--- config.mk ---
export PLATFORM = sky130hd
export DESIGN_NAME = pipeline_hazard_ctrl
export DESIGN_NICKNAME = d
export VERILOG_FILES = /design/src/rtl/pipeline_hazard_ctrl.sv
export SDC_FILE = /design/constraint.sdc
export NUM_CORES = 1
export LEC_CHECK = 0
export CAP_MARGIN = 20
export CORE_UTILIZATION = 55
export CTS_CLUSTER_SIZE = 10
export DETAILED_ROUTE_END_ITERATION = 12
export DONT_BUFFER_PORTS = 1
export GPL_TIMING_DRIVEN = 0
export PLACE_DENSITY = 0.66
export SYNTH_ARGS = -nofsm -noshare
export SYNTH_HDL_FRONTEND = slang
export SYNTH_SLANG_ARGS = --single-unit
--- constraint.sdc ---
create_clock -name CLK -period 6.3 [get_ports CLK]
set_input_delay 1.26 -clock CLK [delete_from_list [all_inputs] [get_ports CLK]]
set_output_delay 1.26 -clock CLK [all_outputs]
set_load 0.05 [all_outputs]
--- src/rtl/pipeline_hazard_ctrl.sv ---
// pipeline_hazard_ctrl
//   Hazard and control unit for the five-stage pipeline. Drives the write
//   enables and NOP-flush strobes of the IF/ID, ID/EX, EX/MEM and MEM/WB
//   registers, plus the PC write enable and the redirect select. Covers
//   cache-wait freezes, load-use bubbles, branch/jump redirects and the
//   halt drain. Also keeps saturating stall and flush cycle counters.
//
// Ports
//   CLK, nRST                  clock, asynchronous active-low reset
//   ihit, dhit                 instruction / data access completes this cycle
//   ifid_rs, ifid_rt           source registers of the instruction in IF/ID
//   idex_MemRead, idex_rt      load in ID/EX and its destination register
//   idex_Jump                  jump in ID/EX
//   exmem_MemRead/MemWrite     memory access pending in EX/MEM
//   exmem_branch_taken         branch resolved taken in MEM
//   memwb_halt                 halt instruction has reached MEM/WB
//   pc_WEN, pc_redirect        PC update enable and target select
//   *_WEN, *_flush             pipeline register write enables / NOP inserts
//   halt                       registered halted flag
//   stall_cnt, flush_cnt       saturating performance counters
module pipeline_hazard_ctrl #(
  parameter int CNT_W = 16
) (
  input  logic             CLK,
  input  logic             nRST,
  input  logic             ihit,
  input  logic             dhit,
  input  logic [4:0]       ifid_rs,
  input  logic [4:0]       ifid_rt,
  input  logic             idex_MemRead,
  input  logic [4:0]       idex_rt,
  input  logic             idex_Jump,
  input  logic             exmem_MemRead,
  input  logic             exmem_MemWrite,
  input  logic             exmem_branch_taken,
  input  logic             memwb_halt,
  output logic             pc_WEN,
  output logic             pc_redirect,
  output logic             ifid_WEN,
  output logic             idex_WEN,
  output logic             exmem_WEN,
  output logic             memwb_WEN,
  output logic             ifid_flush,
  output logic             idex_flush,
  output logic             exmem_flush,
  output logic             memwb_flush,
  output logic             halt,
  output logic [CNT_W-1:0] stall_cnt,
  output logic [CNT_W-1:0] flush_cnt
);

  typedef enum logic [1:0] {RESET, RUN, MEMWAIT, HALTED} state_t;

  state_t state;
  logic   active;
  logic   data_freeze;
  logic   freeze;
  logic   load_use;
  logic   stall_inc;
  logic   flush_inc;

  function automatic logic [CNT_W-1:0] sat_inc(input logic [CNT_W-1:0] c);
    return (c == {CNT_W{1'b1}}) ? c : c + CNT_W'(1);
  endfunction

  assign active      = (state == RUN) || (state == MEMWAIT);
  assign data_freeze = (exmem_MemRead | exmem_MemWrite) & ~dhit;
  assign freeze      = data_freeze | ~ihit;
  // $zero never creates a dependency, so a load into r0 needs no bubble.
  assign load_use    = idex_MemRead && (idex_rt != 5'd0) &&
                       ((idex_rt == ifid_rs) || (idex_rt == ifid_rt));

  always_comb begin
    pc_WEN      = 1'b0;
    pc_redirect = 1'b0;
    ifid_WEN    = 1'b0;
    idex_WEN    = 1'b0;
    exmem_WEN   = 1'b0;
    memwb_WEN   = 1'b0;
    ifid_flush  = 1'b0;
    idex_flush  = 1'b0;
    exmem_flush = 1'b0;
    memwb_flush = 1'b0;
    stall_inc   = 1'b0;
    flush_inc   = 1'b0;
    if (active) begin
      if (memwb_halt) begin
        // drain: everything frozen, FSM moves to HALTED
      end else if (freeze) begin
        // full freeze keeps any pending branch/load-use in place
        stall_inc = 1'b1;
      end else if (exmem_branch_taken) begin
        pc_WEN      = 1'b1;
        pc_redirect = 1'b1;
        ifid_WEN    = 1'b1;
        idex_WEN    = 1'b1;
        exmem_WEN   = 1'b1;
        memwb_WEN   = 1'b1;
        ifid_flush  = 1'b1;
        idex_flush  = 1'b1;
        exmem_flush = 1'b1;
        flush_inc   = 1'b1;
      end else if (idex_Jump) begin
        pc_WEN      = 1'b1;
        pc_redirect = 1'b1;
        ifid_WEN    = 1'b1;
        idex_WEN    = 1'b1;
        exmem_WEN   = 1'b1;
        memwb_WEN   = 1'b1;
        ifid_flush  = 1'b1;
        flush_inc   = 1'b1;
      end else if (load_use) begin
        // hold PC and IF/ID, push a bubble into ID/EX
        idex_WEN    = 1'b1;
        exmem_WEN   = 1'b1;
        memwb_WEN   = 1'b1;
        idex_flush  = 1'b1;
        stall_inc   = 1'b1;
      end else begin
        pc_WEN      = 1'b1;
        ifid_WEN    = 1'b1;
        idex_WEN    = 1'b1;
        exmem_WEN   = 1'b1;
        memwb_WEN   = 1'b1;
      end
    end
  end

  always_ff @(posedge CLK or negedge nRST) begin
    if (!nRST) begin
      state     <= RESET;
      halt      <= 1'b0;
      stall_cnt <= '0;
      flush_cnt <= '0;
    end else begin
      case (state)
        RESET: state <= RUN;
        RUN, MEMWAIT: begin
          if (memwb_halt) begin
            state <= HALTED;
            halt  <= 1'b1;
          end else if (data_freeze) begin
            state <= MEMWAIT;
          end else begin
            state <= RUN;
          end
        end
        HALTED: begin
          state <= HALTED;
          halt  <= 1'b1;
        end
        default: state <= RESET;
      endcase
      if (stall_inc) stall_cnt <= sat_inc(stall_cnt);
      if (flush_inc) flush_cnt <= sat_inc(flush_cnt);
    end
  end

endmodule

## Word-level counts from Yosys, hierarchy flattened

Index checks and enable logic that the tools add are counted.

- Mux-type cells: 33
- Reductions and logical operators: 11
- Bitwise logic cells: 7
- Equality and inequality tests: 8
- Add/sub/neg operators: 2

Operator list:

| cell | number |
|---|---|
| 16-bit by 1-bit adder with 16-bit output, second input constant | 2 |
| 16-bit == test, second input constant | 2 |
| 1-bit two-way mux | 29 |
| 5-bit == test | 2 |
| 2-bit case mux with 3 select lines | 1 |
| 2-bit AND reduction | 3 |
| 5-bit nonzero test | 1 |
| 2-bit == test, second input constant | 2 |
| 2-bit two-way mux | 2 |
| 1-bit NOT | 4 |
| 2-bit by 1-bit == test with 1-bit output, second input constant | 1 |
| 1-bit logical AND | 2 |
| 2-bit zero test | 1 |
| 1-bit logical OR | 2 |
| 2-bit inequality test, second input constant | 1 |
| 1-bit OR | 2 |
| 1-bit case mux with 2 select lines | 1 |
| 2-bit nonzero test | 1 |
| 2-bit OR reduction | 1 |
| 1-bit AND | 1 |

- Register bits: 35
- Word-level logic and storage cells: 65
- Input bits: 25

## Depth between registers and ports, before layout

- Word-level depth: 10
- Mapped depth: 10
- Depth with buffers taken out: 9

## Worst setup path after synthesis

Ideal clock, no wire load.

- Path type: input to output
- Start point: input port exmem_MemWrite
- End point: output port pc_WEN
- Path buffers: 1
- Stages on the path: 4
- Arrival time: 3.209 ns
- Data required time: 5.040 ns
- Path slack: 1.831 ns
- Cells stage by stage: o21bai_1 -> and3_1 -> nor2b_1 -> buf_4

- Word-level cells in the longest chain between the ends: 6

RTL lines:

| element | RTL line | text |
|---|---|---|
| start, declared | 34 | `input logic exmem_MemWrite,` |
| 1-bit OR | 67 | `assign data_freeze = (exmem_MemRead \| exmem_MemWrite) & ~dhit;` |
| 1-bit AND | 67 |  |
| 1-bit OR | 68 | `assign freeze = data_freeze \| ~ihit;` |
| 1-bit two-way mux (3 in series) | n/a |  |
| end, declared | 37 | `output logic pc_WEN,` |

Every way passes these cells.

## Final worst setup path

Ends and elaborated chain as after synthesis.

==> impl_metrics.json <==
{
  "status": "completed",
  "cts_root_buffer": "clkbuf_4",
  "grt.overflow.total": 0,
  "p_sw_uw": 314.2,
  "place.gp.congestion": 0.6852,
  "antenna_found_initial": 0,
  "cts_resized": 0,
  "nets": 209,
  "p_leak_uw": 0.0009000,
  "wire_per_inst_um": 15.11,
  "power_frac_seq_pct": 58.5,
  "viasPerCell": 5.696,
  "syn_to_final_growth_pct": 6.067,
  "p_sw_share_pct": 45.54,
  "hold_viol": 0,
  "yosysWarningCount": 0,
  "io-pin-count": 68,
  "cellPowerDensity_nw_per_um2": 354.3,
  "cp.arrival_ps": 3340,
  "rsz0062_at_grt": "no",
  "initial_core_util_pct": 59.15,
  "first_global_vias": 1209,
  "syn_inst": 173,
  "drtIter0Drc": 22,
  "io_buffers": 0,
  "rows": 20,
  "mostFrequentLayoutCell": "dfrtp_1",
  "worst-path-buf-inv": 1,
  "fin_crit_ps": 4596,
  "die_w_um": 59.77,
  "cpLargestDelayFamily": "simple AND/OR/NAND/NOR gates",
  "diodes": 0,
  "drv_slew": 0,
  "worst_slew_pin_slew_ps": 987.1,
  "syn_area_per_cell_um2": 10.61,
  "clock.fmax_ghz": 0.2176,
  "critical_path_class": "in -> out",
  "post_cts_buffers": 0,
  "first_pass_iters": 4,
  "clkSlewWorstSetupHoldPaths_ps": 100,
  "syn_nets": 202,
  "internal-power_uw": 375.7,
  "cpPeakStageDelay_ps": 860,
  "critPathCaptureType": "output port",
  "crit_path_max_fanout": 7,
  "insertion_delay_ps": 340,
  "final_cell_mix": "dfrtp_1 (35), xnor2_1 (25), nand2_1 (15), xor2_1 (14), nand3_1 (11)",
  "ant_nets": 0,
  "dpl.hpwl_um": 2586,
  "syn-cell-area_um2": 1836,
  "grt_max_degree": 36,
  "slowest_stage": "nor2b_1",
  "synth_area_leader_cell": "dfrtp_1",
  "clock_skew_ps": 8.619,
  "clock_power_share_pct": 17.8,
  "max-slew-margin-rel_pct": 34.05,
  "total_power_uw": 689.9,
  "ys_types": 31,
  "start_kind": "input port",
  "drt-total-wl_um": 3384,
  "finalSetupViolCount": 0,
  "hold_class": "in -> async",
  "drv_cap": 0,
  "htreeDepth": 2,
  "cp.required_ps": 5040,
  "irDropWorstVdd_uv": 283.7,
  "cts_buffer_depth": 2,
  "holdBufCountCts": 0,
  "cts_buffers": 5,
  "cts_tree": "yes",
  "grt_pass1_wl_um": 5202,
  "fin_crit_sh_pct": 72.96,
  "drc": 0,
  "setup_tns_ps": 0,
  "yosys-top-cells-area": "dfrtp_1 (48%), xnor2_1 (12%), xor2_1 (6.7%)",
  "p_comb_share_pct": 23.7,
  "grt_usage_pct": 20.65,
  "clock-sinks": 35,
  "fillers": 275,
  "yosysTopAreaCellShare_pct": 47.72,
  "die-area_um2": 3572,
  "die_y_um": 59.77,
  "drive_gt1_share_pct": 10.56,
  "ys_seq_elements": 35,
  "core_area_um2": 3103,
  "vias": 1276,
  "path_cells": "o21bai_1 -> and3_1 -> nor2b_1 -> buf_4",
  "ys_seq_area_share_pct": 47.72
}
-- path summary, 6_finish.rpt --
check / start / end / slack, ps / cells past startpoint
setup / recovery: exmem_MemWrite / pc_WEN / 1700 / 4
hold / removal: nRST / state[0]$_DFF_PN0_ / 600 / 0
setup reg to reg: state[0]$_DFF_PN0_ / flush_cnt[12]$_DFFE_PN0P_ / 3330 / 9
hold reg to reg: state[0]$_DFF_PN0_ / state[0]$_DFF_PN0_ / 670 / 3
max in group asynchronous: nRST / flush_cnt[1]$_DFFE_PN0P_ / 5600 / 0
min in group CLK: state[0]$_DFF_PN0_ / state[0]$_DFF_PN0_ / 670 / 3
-- area by class of cell --
class | count | area (µm²) | share of cell area (%)
plain buffers | 7 | 56.30 | 2.892
clock buffers | 6 | 51.30 | 2.635
clock inverters | 1 | 5.005 | 0.2571
inverters | 4 | 15.01 | 0.7712
multi-input cells | 127 | 888.4 | 45.63
flip-flops and latches | 35 | 875.8 | 44.99
well taps | 44 | 55.05 | 2.828
-- Yosys cell counts --
| library cell | instances |
|---|---|
| dfrtp_1 | 35 |
| xnor2_1 | 25 |
| nand2_1 | 15 |
| xor2_1 | 14 |
| nand3_1 | 11 |
| and3_1 | 10 |
| nor2_1 | 10 |
| nand4_1 | 7 |
| buf_4 | 6 |
| and4_1 | 4 |
| ha_1 | 4 |
| inv_1 | 4 |
| nor3_1 | 3 |
| and2_1 | 2 |
| and3_4 | 2 |
| mux2_2 | 2 |
| nor2b_1 | 2 |
| o21ai_0 | 2 |
| o21ai_1 | 2 |
| o21bai_1 | 2 |
| a21oi_1 | 1 |
| a22oi_1 | 1 |
| a31oi_4 | 1 |
| and2b_1 | 1 |
| buf_6 | 1 |
| conb_1 | 1 |
| mux2i_1 | 1 |
| nand2b_1 | 1 |
| o211a_1 | 1 |
| o21a_1 | 1 |
| or4_1 | 1 |
-- through the flow --
| step | hold WS (ps) | cell area [µm²] | worst slack [ps] | util (%) | instances |
|---|---|---|---|---|---|
| after CTS | 584.1 | 1947 | 1703 | 62.74 | 224 |
| after detailed placement | 659.0 | 1891 | 1700 | 60.93 | 217 |
| after floorplan | 614.3 | 1836 | 1831 | - | 173 |
| after global placement | 643.1 | 1891 | 1741 | 60.93 | 217 |
| final | 598.7 | 1947 | 1704 | 62.74 | 224 |
| after global routing | 559.6 | 1947 | 1637 | 62.74 | 224 |
-- sequential cells by signal, indices dropped and copies added, names as in the netlist --
signal and flops:
flush_cnt 16, halt 1, stall_cnt 16, state 2
-- power by group through the flow --
stage	Clock [µW]	Combinational [µW]	Sequential, µW
floorplan	0	144	399
CTS	128	165	404
detailed placement	0	164	409
global route	138	180	411
finish	123	164	403
global placement	0	160	407
-- routing by layer --
layer | vias to the layer above | track usage, % | share of wire [%] | wire length [µm]
met1 | 609 | 21.88 | 40 | 1368
met4 | 0 | 8.306 | 1.0 | 34
met5 | - | 0 | 0 | 0
met2 | 59 | 34.44 | 49 | 1651
li1 | 604 | - | - | -
met3 | 4 | 10.82 | 9.8 | 330
-- logic make-up after synthesis --
kind of cell    count (synthesis)  synth area share (%)
flops                          35                 47.72
fa+ha+maj                       4                 2.727
mux                             3                 1.772
simple gates                   69                 20.38
other cells                     1                0.2043
buf+inv                        11                 3.885
compound gates                 11                 4.703
xor+xnor                       39                 18.61
No activity file was read; power rests on OpenSTA's default activity.
